==> config.mk <==
export PLATFORM = sky130hd
export DESIGN_NAME = alu_cmd_ctrl_flat
export DESIGN_NICKNAME = d
export VERILOG_FILES = /design/src/rtl/alu_cmd_ctrl_if.sv /design/src/rtl/alu_cmd_ctrl.sv /design/src/flat_wrapper.sv
export SDC_FILE = /design/constraint.sdc
export NUM_CORES = 1
export LEC_CHECK = 0
export ABC_AREA = 1
export CAP_MARGIN = 40
export CORE_AREA = 2 2 62 64
export DETAILED_ROUTE_END_ITERATION = 12
export DIE_AREA = 0 0 64 66
export HOLD_SLACK_MARGIN = 0.1
export PLACE_DENSITY_LB_ADDON = 0.3
export SYNTH_ARGS = -nofsm -noshare
export SYNTH_HDL_FRONTEND = slang
export SYNTH_SLANG_ARGS = --single-unit
==> constraint.sdc <==
create_clock -name CLK -period 1.7 [get_ports CLK]
set_input_delay 0.34 -clock CLK [delete_from_list [all_inputs] [get_ports CLK]]
set_output_delay 0.34 -clock CLK [all_outputs]
set_load 0.01 [all_outputs]
==> src/rtl/alu_cmd_ctrl_if.sv <==
// Command/ALU/response bus between alu_cmd_ctrl and its environment.
// The slave modport is the controller's view; master is the environment's view.
interface alu_cmd_ctrl_if #(
  parameter int unsigned DATA_WIDTH = 8,
  parameter int unsigned FUN_WIDTH  = 4
);
  logic [DATA_WIDTH-1:0] RX_DATA;
  logic                  RX_VALID;
  logic                  ALU_EN;
  logic [FUN_WIDTH-1:0]  ALU_FUN;
  logic [DATA_WIDTH-1:0] A;
  logic [DATA_WIDTH-1:0] B;
  logic [DATA_WIDTH-1:0] ALU_OUT;
  logic                  ALU_OUT_VALID;
  logic [DATA_WIDTH-1:0] TX_DATA;
  logic                  TX_VALID;
  logic                  TX_READY;
  logic                  BUSY;
  logic                  RX_DROP;

  modport master (
    output RX_DATA, RX_VALID, ALU_OUT, ALU_OUT_VALID, TX_READY,
    input  ALU_EN, ALU_FUN, A, B, TX_DATA, TX_VALID, BUSY, RX_DROP
  );

  modport slave (
    input  RX_DATA, RX_VALID, ALU_OUT, ALU_OUT_VALID, TX_READY,
    output ALU_EN, ALU_FUN, A, B, TX_DATA, TX_VALID, BUSY, RX_DROP
  );
endinterface

==> src/rtl/alu_cmd_ctrl.sv <==
// Frame-to-ALU command controller: HEADER, A, B, FUN -> ALU strobe -> single TX result word.
// Optional macro ALU_TIMEOUT_EN: WAIT gives up after TIMEOUT_CYCLES and returns all-ones.
module alu_cmd_ctrl #(
  parameter int unsigned           DATA_WIDTH     = 8,
  parameter int unsigned           FUN_WIDTH      = 4,
  parameter logic [DATA_WIDTH-1:0] HEADER         = 8'hCC,
  parameter int unsigned           TIMEOUT_CYCLES = 16
) (
  input logic           CLK,
  input logic           RST,
  alu_cmd_ctrl_if.slave bus
);

  if (TIMEOUT_CYCLES == 0 || FUN_WIDTH > DATA_WIDTH) begin : g_bad_cfg
    $error("alu_cmd_ctrl: TIMEOUT_CYCLES must be nonzero and FUN_WIDTH <= DATA_WIDTH");
  end

  typedef enum logic [2:0] {
    S_IDLE, S_GET_A, S_GET_B, S_GET_FUN, S_EXEC, S_WAIT, S_SEND
  } state_e;

  state_e                state_q, state_d;
  logic [DATA_WIDTH-1:0] a_q, a_d;
  logic [DATA_WIDTH-1:0] b_q, b_d;
  logic [FUN_WIDTH-1:0]  fun_q, fun_d;
  logic [DATA_WIDTH-1:0] tx_data_q, tx_data_d;
  logic                  alu_en_q, alu_en_d;
  logic                  tx_valid_q, tx_valid_d;
  logic                  busy_q, busy_d;
  logic                  rx_drop_q, rx_drop_d;

`ifdef ALU_TIMEOUT_EN
  localparam int unsigned CNT_W = (TIMEOUT_CYCLES > 1) ? $clog2(TIMEOUT_CYCLES) : 1;
  logic [CNT_W-1:0] cnt_q, cnt_d;
`endif

  // Next-state and next-output logic; registered outputs track the state being entered.
  always_comb begin
    state_d   = state_q;
    a_d       = a_q;
    b_d       = b_q;
    fun_d     = fun_q;
    tx_data_d = tx_data_q;
`ifdef ALU_TIMEOUT_EN
    cnt_d     = cnt_q;
`endif

    case (state_q)
      S_IDLE: begin
        if (bus.RX_VALID && (bus.RX_DATA == HEADER)) state_d = S_GET_A;
      end
      S_GET_A: begin
        if (bus.RX_VALID) begin
          a_d     = bus.RX_DATA;
          state_d = S_GET_B;
        end
      end
      S_GET_B: begin
        if (bus.RX_VALID) begin
          b_d     = bus.RX_DATA;
          state_d = S_GET_FUN;
        end
      end
      S_GET_FUN: begin
        if (bus.RX_VALID) begin
          fun_d   = bus.RX_DATA[FUN_WIDTH-1:0];
          state_d = S_EXEC;
        end
      end
      S_EXEC: begin
        state_d = S_WAIT;
`ifdef ALU_TIMEOUT_EN
        cnt_d   = '0;
`endif
      end
      S_WAIT: begin
        if (bus.ALU_OUT_VALID) begin
          tx_data_d = bus.ALU_OUT;
          state_d   = S_SEND;
        end
`ifdef ALU_TIMEOUT_EN
        else if (cnt_q == CNT_W'(TIMEOUT_CYCLES - 1)) begin
          tx_data_d = '1;
          state_d   = S_SEND;
        end else begin
          cnt_d = cnt_q + CNT_W'(1);
        end
`endif
      end
      S_SEND: begin
        if (bus.TX_READY) state_d = S_IDLE;
      end
      default: state_d = S_IDLE;
    endcase

    // Words arriving while a result is pending are not buffered.
    rx_drop_d  = bus.RX_VALID &&
                 ((state_q == S_EXEC) || (state_q == S_WAIT) || (state_q == S_SEND));
    alu_en_d   = (state_d == S_EXEC);
    tx_valid_d = (state_d == S_SEND);
    busy_d     = (state_d != S_IDLE);
  end

  always_ff @(posedge CLK or negedge RST) begin
    if (!RST) begin
      state_q    <= S_IDLE;
      a_q        <= '0;
      b_q        <= '0;
      fun_q      <= '0;
      tx_data_q  <= '0;
      alu_en_q   <= 1'b0;
      tx_valid_q <= 1'b0;
      busy_q     <= 1'b0;
      rx_drop_q  <= 1'b0;
`ifdef ALU_TIMEOUT_EN
      cnt_q      <= '0;
`endif
    end else begin
      state_q    <= state_d;
      a_q        <= a_d;
      b_q        <= b_d;
      fun_q      <= fun_d;
      tx_data_q  <= tx_data_d;
      alu_en_q   <= alu_en_d;
      tx_valid_q <= tx_valid_d;
      busy_q     <= busy_d;
      rx_drop_q  <= rx_drop_d;
`ifdef ALU_TIMEOUT_EN
      cnt_q      <= cnt_d;
`endif
    end
  end

  assign bus.ALU_EN   = alu_en_q;
  assign bus.ALU_FUN  = fun_q;
  assign bus.A        = a_q;
  assign bus.B        = b_q;
  assign bus.TX_DATA  = tx_data_q;
  assign bus.TX_VALID = tx_valid_q;
  assign bus.BUSY     = busy_q;
  assign bus.RX_DROP  = rx_drop_q;

endmodule

==> src/flat_wrapper.sv <==
// flat-port wrapper written by rule: the top's interface ports become plain ports
module alu_cmd_ctrl_flat 
#(
  parameter int unsigned           DATA_WIDTH     = 8,
  parameter int unsigned           FUN_WIDTH      = 4,
  parameter logic [DATA_WIDTH-1:0] HEADER         = 8'hCC,
  parameter int unsigned           TIMEOUT_CYCLES = 16
)
  (CLK, RST, bus_RX_DATA, bus_RX_VALID, bus_ALU_OUT, bus_ALU_OUT_VALID, bus_TX_READY, bus_ALU_EN, bus_ALU_FUN, bus_A, bus_B, bus_TX_DATA, bus_TX_VALID, bus_BUSY, bus_RX_DROP);
  alu_cmd_ctrl_if #(.DATA_WIDTH(DATA_WIDTH), .FUN_WIDTH(FUN_WIDTH)) bus_i ();
  input logic CLK;
  input logic RST;
  input wire logic [$bits(bus_i.RX_DATA)-1:0] bus_RX_DATA;
  input wire logic [$bits(bus_i.RX_VALID)-1:0] bus_RX_VALID;
  input wire logic [$bits(bus_i.ALU_OUT)-1:0] bus_ALU_OUT;
  input wire logic [$bits(bus_i.ALU_OUT_VALID)-1:0] bus_ALU_OUT_VALID;
  input wire logic [$bits(bus_i.TX_READY)-1:0] bus_TX_READY;
  output wire logic [$bits(bus_i.ALU_EN)-1:0] bus_ALU_EN;
  output wire logic [$bits(bus_i.ALU_FUN)-1:0] bus_ALU_FUN;
  output wire logic [$bits(bus_i.A)-1:0] bus_A;
  output wire logic [$bits(bus_i.B)-1:0] bus_B;
  output wire logic [$bits(bus_i.TX_DATA)-1:0] bus_TX_DATA;
  output wire logic [$bits(bus_i.TX_VALID)-1:0] bus_TX_VALID;
  output wire logic [$bits(bus_i.BUSY)-1:0] bus_BUSY;
  output wire logic [$bits(bus_i.RX_DROP)-1:0] bus_RX_DROP;
  assign bus_i.RX_DATA = bus_RX_DATA;
  assign bus_i.RX_VALID = bus_RX_VALID;
  assign bus_i.ALU_OUT = bus_ALU_OUT;
  assign bus_i.ALU_OUT_VALID = bus_ALU_OUT_VALID;
  assign bus_i.TX_READY = bus_TX_READY;
  assign bus_ALU_EN = bus_i.ALU_EN;
  assign bus_ALU_FUN = bus_i.ALU_FUN;
  assign bus_A = bus_i.A;
  assign bus_B = bus_i.B;
  assign bus_TX_DATA = bus_i.TX_DATA;
  assign bus_TX_VALID = bus_i.TX_VALID;
  assign bus_BUSY = bus_i.BUSY;
  assign bus_RX_DROP = bus_i.RX_DROP;
  alu_cmd_ctrl #(.DATA_WIDTH(DATA_WIDTH), .FUN_WIDTH(FUN_WIDTH), .HEADER(HEADER), .TIMEOUT_CYCLES(TIMEOUT_CYCLES)) u_core (.CLK(CLK), .RST(RST), .bus(bus_i));
endmodule
# Word level (Yosys, flattened, before mapping)

Index checks and enable logic that the tools add are counted.

Eq/ne operators: 9
Mux-type cells: 7
Reduce and logical (&&, ||, !) cells: 10

Operator list:

| cell                 | number |
|---|---|
| $pmux W3 S7          | 1 |
| $mux W3              | 6 |
| $eq A3 B3 Y1 const B | 5 |
| $eq A8 B8 Y1 const B | 1 |
| $reduce_and A2 Y1    | 4 |
| $eq A3 B2 Y1 const B | 2 |
| $eq A3 B1 Y1 const B | 1 |
| $logic_not A3 Y1     | 1 |
| $reduce_bool A3 Y1   | 1 |
| $logic_and A1 B1 Y1  | 2 |
| $logic_or A1 B1 Y1   | 2 |

Bits in registers: 35
Bits of input ports: 21
Logic and storage cells: 35

# Depth between registers and ports, before layout

Depth after elaboration: 5
Depth in mapped cells: 7
Depth with buffers taken out: 7

# Worst setup path before layout

No wires, ideal clock.

Path kind: reg-to-reg
Start point: register u_core.state_q[2]
End point: register u_core.b_q[6] (netlist: u_core.bus.B[6])
Arrival time: 1,045 ps
Data required time: 1,582 ps
Path slack: 538 ps
Stages on the path, launching flop included: 8
Clock period less this slack: 1,162 ps
Cell sequence: dfrtp_1 > inv_4 > nand2_4 > nor2_4 > inv_4 > buf_6 > nand2_1 > o21ai_2

Word-level cells in the longest chain between the ends: 2

RTL lines:

| element                            | RTL line            | text |
|---|---|---|
| start, declared                    | alu_cmd_ctrl.sv:22  | `state_e state_q, state_d;` |
| start signal, assigned             | alu_cmd_ctrl.sv:119 | `state_q <= state_d;` |
| $eq A3 B2 Y1                       | alu_cmd_ctrl.sv:48  | `case (state_q)` |
| $reduce_and A2 Y1 (no source line) | n/a                 |  |
| end signal, assigned               | alu_cmd_ctrl.sv:108 | `b_q <= '0;` |
| end signal, assigned               | alu_cmd_ctrl.sv:121 | `b_q <= b_d;` |
| end, declared                      | alu_cmd_ctrl.sv:24  | `logic [DATA_WIDTH-1:0] b_q, b_d;` |

No other way between the ends.
A chain may end at the register's enable or synchronous reset.

# Worst setup path in the final report

Start point: register u_core.a_q[2] (netlist: u_core.bus.A[2])
End point: output bus_A[2]

RTL lines:

| element                | RTL line            | text |
|---|---|---|
| start, declared        | alu_cmd_ctrl.sv:23  | `logic [DATA_WIDTH-1:0] a_q, a_d;` |
| start signal, assigned | alu_cmd_ctrl.sv:107 | `a_q <= '0;` |
| start signal, assigned | alu_cmd_ctrl.sv:120 | `a_q <= a_d;` |
| end, declared          | flat_wrapper.sv:20  | `output wire logic [$bits(bus_i.A)-1:0] bus_A;` |

No word-level cell between the ends.

==> qor.yml <==
floorplan:
  die_h_um: 66
  die_area_um2: 4220
  row_count: 22
  die_w_um: 64
  io_pins: 53
  floorplan.initialDensity: 0.428
  fp.coreArea_um2: 3550
finish:
  layout_commonest_cell: "clkdlybuf4s50_1"
  area_growth_pct: 39.9
  nets: 236
  instances_no_fill: 262
  num_antenna_cells: 0
  fin_area_um2: 2130
  fillers: 305
  layout-drive-gt1-share: 0.150
  final_cell_mix: "52 x clkdlybuf4s50_1, 48 x nand2_1, 35 x dfrtp_1, 13 x inv_1"
global_route:
  use_met3: 0.0443
  use_met1: 0.210
  overflow: 0
  grt_max_degree: 36
  grt_use_met2: 0.309
  grt_antenna_before_repair: 0
  grt_busiest_layer: "met2"
  grt_pass1_vias: 1262
  grt_pass1_wl_mm: 5.75
  grt_usage: 0.178
sta:
  fin_hold_ws_ps: 422
  setup_viol: 0
  drv_slew: 0
  max_clock_freq_ghz: 0.626
  fin_setup_tns_ps: 0
  period_share: 0.939
  post-route-min-period_ps: 1600
  finalHoldViolCount: 0
  worst_slew_pin_slew_ps: 444
  skew_ps: 8.28
  slew_headroom: 0.704
  grt_setup_unrepaired: "false"
setup_path:
  crit_buf_inv: 1
  critPathTopFamily: "buffers and inverters"
  start_kind: "register"
  slowest_delay_ps: 550
  cp-end-kind: "output port"
  crit_type: "register to output port"
  cp_data_required_time_ps: 1360
  critical_path.cell_chain: "clkdlybuf4s50_1"
  cp.arrival_ps: 1260
  crit_path_top_delay_cell: "clkdlybuf4s50_1"
  critPathMaxFanout: 2
place:
  port-buffer-count: 52
  dp_cells: 256
  hpwl_mm: 2.59
  gp_congestion: 0.782
  placed_cell_area_um2: 2090
synthesis:
  ys_seq_area_frac: 0.576
  syn_inst: 157
  synth_nets: 178
  yosysWarningCount: 0
  ys_ff_latch: 35
  syn_area_per_cell_um2: 9.68
  syn_area_um2: 1520
  synth.distinct_cells: 22
route:
  wirelength_mm: 3.32
  ant_nets: 0
  initialDrtViolationCount: 76
  vias_per_cell: 4.72
  drc: 0
  vias: 1237
  wl_per_cell_um: 12.7
  dr.pass1.iters: 4
job:
  max-cap-violations: 0
power:
  power_mw: 3.46
  p_per_area_nw_per_um2: 1620
  p_leak_nw: 1.04
  vdd_drop_max_v: 0.000857
clock_tree:
  postCtsSetupBuffers: 0
  cts-root-buf: "clkbuf_4"
  clkLatencyLatePin_ps: 320
  post_cts_resized: 0
  cts_hold_buf: 0
  clk_path_buf_depth: 2
  clk_pin_slew_ps: 100
  clock-sinks: 35
  cts_buffers: 5
  cts_max_level: 2
  cts_tree: "done"
hold_path:
  hp-class: "input port to asynchronous set/reset pin"
status:
  status: "completed"
-- cells by family (layout without fill, tap and decap cells) --
family                 count (synthesis)  in the layout  synth area share
AOI/OAI and AO/OA                     22             22            0.0922
buffers and inverters                 21             78            0.0675
DFF                                   35             35             0.576
and+or+nand+nor                       79             79             0.264
-- state kept, by name, summed over array words and instances, names as in the netlist --
signal and count:
u_core.bus.A 8, u_core.bus.ALU_EN 1, u_core.bus.ALU_FUN 4, u_core.bus.B 8
u_core.bus.BUSY 1, u_core.bus.RX_DROP 1, u_core.bus.TX_DATA 8, u_core.bus.TX_VALID 1
u_core.state_q 3
-- cells in the mapped netlist --
library cell,instances,area [um2]
inv_1,13,48.8
inv_4,2,12.5
clkbuf_8,1,13.8
dfrtp_1,35,876
nand2_8,1,20.0
nor2_4,1,11.3
o21ai_2,8,70.1
nor2_2,3,18.8
nand2_4,1,11.3
nand2_2,2,12.5
inv_2,3,11.3
o21ai_0,10,50.1
nor2_1,8,30.0
nand4_4,1,21.3
nor2_8,1,20.0
buf_6,1,11.3
nand2_1,48,180
buf_2,1,5.00
nand3_2,2,20.0
nand3_1,10,50.1
nand4_1,1,6.26
o21ai_1,4,20.0
-- path summary, 6_finish.rpt --
kind / to / slack [ps] / cells after the start / from
setup / recovery: bus_A[2] / 100 / 1 / u_core.bus.A[2]$_DFFE_PN0P_
min in group CLK: u_core.bus.TX_DATA[4]$_DFFE_PN0P_ / 480 / 2 / u_core.bus.TX_DATA[4]$_DFFE_PN0P_
hold reg to reg: u_core.bus.TX_DATA[4]$_DFFE_PN0P_ / 480 / 2 / u_core.bus.TX_DATA[4]$_DFFE_PN0P_
hold / removal: u_core.bus.A[1]$_DFFE_PN0P_ / 420 / 2 / RST
setup reg to reg: u_core.bus.BUSY$_DFF_PN0_ / 430 / 5 / u_core.state_q[2]$_DFF_PN0_
max in group asynchronous: u_core.bus.TX_DATA[5]$_DFFE_PN0P_ / 960 / 2 / RST
-- per-stage QoR --
stage	utilization	worst slack, ps
global route	0.599	53.0
global placement	0.587	120
detailed placement	0.587	43.0
floorplan	-	538
CTS	0.599	101
finish	0.599	104
-- cell type report --
class                   count  area, um2  share of cell area
multi-input cells         101        542               0.255
flip-flops and latches     35        876               0.412
clock buffers               6       41.3              0.0194
repair buffers             54        536               0.252
inverters                  18       72.6              0.0341
well taps                  48       60.1              0.0282
-- routing by layer --
layer | up-vias | part of all wire
met5 | - | 0
met4 | 0 | 0.013
met3 | 5 | 0.046
met2 | 38 | 0.52
met1 | 592 | 0.42
li1 | 602 | -
-- power breakdown --
| group | leakage (nW) | switching, mW | internal (mW) |
|---|---|---|---|
| combinational | 0.567 | 0.784 | 0.850 |
| clock | 0.0242 | 0.244 | 0.147 |
| sequential | 0.451 | 0.241 | 1.19 |
Note: power is estimated with default switching activity, not from simulation.
